==> src/rtl/ieeedrv_rom_arb.sv <==
// ieeedrv_rom_arb: round-robin arbiter that shares one single-port ROM among
// up to four drive read requesters, with an optional ROM download (write) path.
// Optional feature macro: IEEEDRV_ROM_LOAD_EN enables the load_* write path.
// Without it, the load inputs are ignored, rom_wren/rom_data are tied to 0,
// and load_active does not block reads.
//
// Requester handshake: a requester raises drv_req and holds drv_req/drv_addr
// stable until it sees a one-cycle drv_ack. drv_data is valid in that ack cycle
// and stays valid until the next ack to the same requester. A requester that
// keeps drv_req high through its ack cycle starts a new read with the address
// it presents at that time.
module ieeedrv_rom_arb #(
  parameter int NDR       = 4,
  parameter int ADDRWIDTH = 14,
  parameter int RD_LAT    = 2
) (
  input  logic                           clk,
  input  logic                           reset_n,
  input  logic [NDR-1:0]                 drv_req,
  input  logic [NDR-1:0][ADDRWIDTH-1:0]  drv_addr,
  output logic [NDR-1:0]                 drv_ack,
  output logic [NDR-1:0][7:0]            drv_data,
  input  logic                           load_active,
  input  logic                           load_wr,
  input  logic [ADDRWIDTH-1:0]           load_addr,
  input  logic [7:0]                     load_data,
  output logic [ADDRWIDTH-1:0]           rom_addr,
  output logic [7:0]                     rom_data,
  output logic                           rom_wren,
  input  logic [7:0]                     rom_q
);

  localparam int IDW = (NDR > 1) ? $clog2(NDR) : 1;

  logic [NDR-1:0]             pending;
  logic [NDR-1:0]             elig;
  logic [NDR-1:0]             grant_mask;
  logic [NDR-1:0]             ret_mask;
  logic [IDW-1:0]             rr_ptr;
  logic [IDW-1:0]             win_id;
  logic [IDW-1:0]             cand;
  logic                       win_vld;
  // Tag pipeline: stage k holds the read granted k+1 edges ago.
  logic [RD_LAT:0]            tag_v;
  logic [RD_LAT:0][IDW-1:0]   tag_id;
  logic                       load_blk;
  logic                       wr_fire;

`ifdef IEEEDRV_ROM_LOAD_EN
  assign load_blk = load_active;
  assign wr_fire  = load_active & load_wr;

  // Download write port: one-cycle write enable, data held after the strobe.
  always_ff @(posedge clk or negedge reset_n) begin
    if (!reset_n) begin
      rom_wren <= 1'b0;
      rom_data <= '0;
    end else begin
      rom_wren <= wr_fire;
      if (wr_fire) rom_data <= load_data;
    end
  end
`else
  logic unused_load;
  assign unused_load = ^{load_active, load_wr, load_data};
  assign load_blk    = 1'b0;
  assign wr_fire     = 1'b0;
  assign rom_wren    = 1'b0;
  assign rom_data    = '0;
`endif

  // A requester may compete only while idle, not in its ack cycle, and not
  // while a download owns the ROM.
  assign elig = drv_req & ~pending & ~drv_ack & {NDR{~load_blk}};

  // Round-robin pick: scan from the requester after the last winner.
  always_comb begin
    win_vld = 1'b0;
    win_id  = '0;
    cand    = rr_ptr;
    for (int k = 0; k < NDR; k++) begin
      cand = (cand == IDW'(NDR - 1)) ? '0 : cand + 1'b1;
      if (!win_vld && elig[cand]) begin
        win_vld = 1'b1;
        win_id  = cand;
      end
    end
  end

  // One-hot views of the new grant and of the read returning this edge.
  always_comb begin
    grant_mask = '0;
    ret_mask   = '0;
    if (win_vld)        grant_mask[win_id]         = 1'b1;
    if (tag_v[RD_LAT])  ret_mask[tag_id[RD_LAT]]   = 1'b1;
  end

  // Grant bookkeeping, ROM address mux, tag pipeline and read-data return.
  always_ff @(posedge clk or negedge reset_n) begin
    if (!reset_n) begin
      rr_ptr   <= IDW'(NDR - 1);
      pending  <= '0;
      tag_v    <= '0;
      tag_id   <= '0;
      drv_ack  <= '0;
      drv_data <= '0;
      rom_addr <= '0;
    end else begin
      tag_v   <= {tag_v[RD_LAT-1:0], win_vld};
      tag_id  <= {tag_id[RD_LAT-1:0], win_id};
      pending <= (pending & ~ret_mask) | grant_mask;
      drv_ack <= ret_mask;
      for (int i = 0; i < NDR; i++) begin
        if (ret_mask[i]) drv_data[i] <= rom_q;
      end
      if (win_vld) rr_ptr <= win_id;
      // A write and a grant never coincide: writes only happen while reads are blocked.
      if (wr_fire)      rom_addr <= load_addr;
      else if (win_vld) rom_addr <= drv_addr[win_id];
    end
  end

endmodule

==> config.mk <==
export PLATFORM = sky130hd
export DESIGN_NAME = ieeedrv_rom_arb
export DESIGN_NICKNAME = d
export VERILOG_FILES = /design/src/rtl/ieeedrv_rom_arb.sv
export SDC_FILE = /design/constraint.sdc
export NUM_CORES = 1
export LEC_CHECK = 0
export BUFFER_PORTS_ARGS = -buffer_cell sky130_fd_sc_hd__buf_2
export CAP_MARGIN = 20
export CORE_ASPECT_RATIO = 0.75
export CORE_MARGIN = 5
export CORE_UTILIZATION = 49
export DETAILED_ROUTE_END_ITERATION = 12
export GPL_ROUTABILITY_DRIVEN = 0
export PLACE_DENSITY_LB_ADDON = 0.3
export SLEW_MARGIN = 15
export SYNTH_ARGS = -nofsm -noshare
export SYNTH_HDL_FRONTEND = slang
export SYNTH_SLANG_ARGS = --single-unit
export TNS_END_PERCENT = 30
==> constraint.sdc <==
create_clock -name clk -period 5.7 [get_ports clk]
set_clock_uncertainty 0.15 [all_clocks]
set_input_delay 0.285 -clock clk [delete_from_list [all_inputs] [get_ports clk]]
set_output_delay 0.285 -clock clk [all_outputs]
set_load 0.1 [all_outputs]
==> impl_metrics.yaml <==
outcome:
  status: "finished, final reports clean"
synthesis:
  synth-seq-cells: 65
  synth_edf_count: 0
  synth_top_area_share_pct: 50.9
  synthDistinctLibCells: 38
  synth_area_leaders: "dfrtp_1 (51%), nand2_1 (6.2%), mux2_2 (5.8%)"
  ys_warn_count: 0
  synth_top_area_cell: "dfrtp_1"
  synthArstFlopShare_pct: 100
  syn_inst: 278
  syn_avg_cell_area_sq_um: 11.1
  synthesis.area_sq_um: 3100
  synth_most_common_cell: "dfrtp_1"
  synth_common_cells: "dfrtp_1 (63), nand2_1 (51), inv_1 (19)"
  ys.flop_type: "dfrtp_1"
  synth_seq_area_share_pct: 52.6
critical_path:
  r2r_cells: 4
  cp_cell_sequence: "or3b_1, nand3_1, and2_1, a211oi_1"
  critPathSlowestCell: "and2_1"
  arrival_ns: 2.86
  crit_path_end_kind: "flip-flop"
  path_max_fanout: 18
  slowest_delay_ns: 0.81
  r2r-start: "drv_ack[3]"
  cp.required_ns: 5.72
  r2r_end: "rom_addr[13]"
  critical_path_class: "reg2reg"
  start_kind: "flip-flop"
  timing.reg2reg.setup_slack_ns: 2.86
die:
  ioPinCount: 153
  dieArea_sq_um: 8030
  die_w_um: 102
  initial_utilization_pct: 49.7
  core_area_sq_um: 6220
  fp-row-count: 25
  die-height_um: 78.8
sta:
  period_share_pct: 49.8
  finalSetupViolations: 0
  worst_pin_slew_ns: 0.920
  period_minus_slack_ns: 2.84
  rsz0062_at_grt: "no"
  slew_violations: 0
  fmax_ghz: 0.352
  setup_tns_ns: 0
  max-slew-margin-rel_pct: 38.4
  hold_violations: 0
  fin_hold_ws_ns: 0.0342
finish:
  area_growth_pct: 25.2
  antenna_cells: 0
  drive_gt1_share_pct: 44.3
  n_fill_cell: 544
  nets: 492
detailed_routing:
  viasPerCell: 5.13
  dr.first_iter.drc_count: 100
  dr.pass1.iters: 4
  vias: 2480
  wl_per_cell_um: 15.5
  antenna_left: 0
  drc: 0
  postRouteWirelength_um: 7500
grt:
  grt_pass1_wl_um: 11800
  grt_pass1_vias: 2414
  antenna_found_initial: 0
  grt_max_degree: 66
  overflow: 0
  grt_usage_pct: 19.2
worst_hold_path:
  hp-start: "rom_q[5]"
  holdPathStages: 3
  hold_end: "drv_data[21]"
  min_path_type: "in2reg"
cts:
  clk_pin_slew_ns: 0.07
  cts-htree-levels: 3
  cts_buffer_depth: 2
  cts-resized-gates: 0
  cts_tree: "done"
  postCtsHoldBufs: 1
  clkSinkCount: 65
  cts_buffers: 9
  clock-root-buffer: "clkbuf_8"
  cts_setup_buffers: 0
  clk_latency_ns: 0.34
job:
  cap_violations: 0
placement:
  portBuffers: 119
  hpwl_um: 5340
[worst max-delay path, delay by kind of cell, from the launching register on]
family,cells,cell delay (ns)
AND/OR/NAND/NOR,3,1.96
flip-flops,1,0.37
AO/OA/AOI/OAI,1,0.17
[through the flow]
stage               instances  cell area, sq um  util, %  setup slack, ns
finish                    483              3880     62.3             2.86
detailed placement        466              3680     59.2             2.85
global route              483              3880     62.3             2.66
CTS                       483              3880     62.3             2.83
floorplan                 286              3130        -             3.18
global placement          466              3680     59.2             2.87
[flip-flops by register name, summed over array words and instances (netlist names)]
signal / flops
tag_id: 6
rr_ptr: 2
drv_ack: 4
tag_v: 3
rom_addr: 14
pending: 4
drv_data: 32
[placed cells by master, fill, tap and decap left out, drive strengths merged, types with 3 or more instances in the layout]
master / synthesis / final
buf: 20 / 121
dfrtp: 63 / 63
nand2: 51 / 51
a211oi: 28 / 28
inv: 20 / 20
mux2: 16 / 16
nor2: 15 / 15
mux2i: 14 / 14
a221oi: 14 / 14
clkbuf: 2 / 11
conb: 1 / 9
o21ai: 6 / 6
clkinv: 2 / 5
nor3b: 4 / 4
a21oi: 3 / 3
[how the worst max path moves through the flow]
stage | from | end | cells past startpoint
floorplan | drv_ack[3] | rom_addr[10] | 7
global placement | drv_ack[3] | rom_addr[9] | 4
detailed placement | drv_ack[3] | rom_addr[13] | 4
CTS | drv_ack[3] | rom_addr[13] | 4
global route | drv_ack[3] | rom_addr[13] | 4
finish | drv_ack[3] | rom_addr[13] | 4
[layout make-up]
cell class	instances	area [sq um]	share of cell area, %
Multi-Input combinational cell	177	1260	32.5
Sequential cell	65	1630	42.0
Timing Repair Buffer	122	621	16.0
Inverter	22	82.6	2.13
Tap cell	81	101	2.61
Clock inverter	5	30.0	0.775
Clock buffer	11	151	3.91
[cells by family (layout without fill, tap and decap cells)]
kind of cell,after synthesis,count (layout),synth area share [%]
compound gates,57,57,17.4
fa+ha+maj,1,1,0.404
buf+inv,44,160,7.80
flops,65,65,52.6
mux,30,30,10.3
other cells,1,9,0.121
simple gates,80,80,11.3
[metal layers]
layer  part of all wire [%]  wire [um]  global-route usage, %  vias to the layer above
li1                       -          -                      -                     1198
met1                     44       3260                   25.3                     1206
met2                     50       3740                   30.7                       69
met5                      0          0                      0                        -
met4                   0.79         59                   5.18                        0
met3                    5.9        439                   5.97                        7
Power is left out: the tool's default activity adds up to more than one toggle a clock period on the data nets, which glitch-free logic cannot reach.
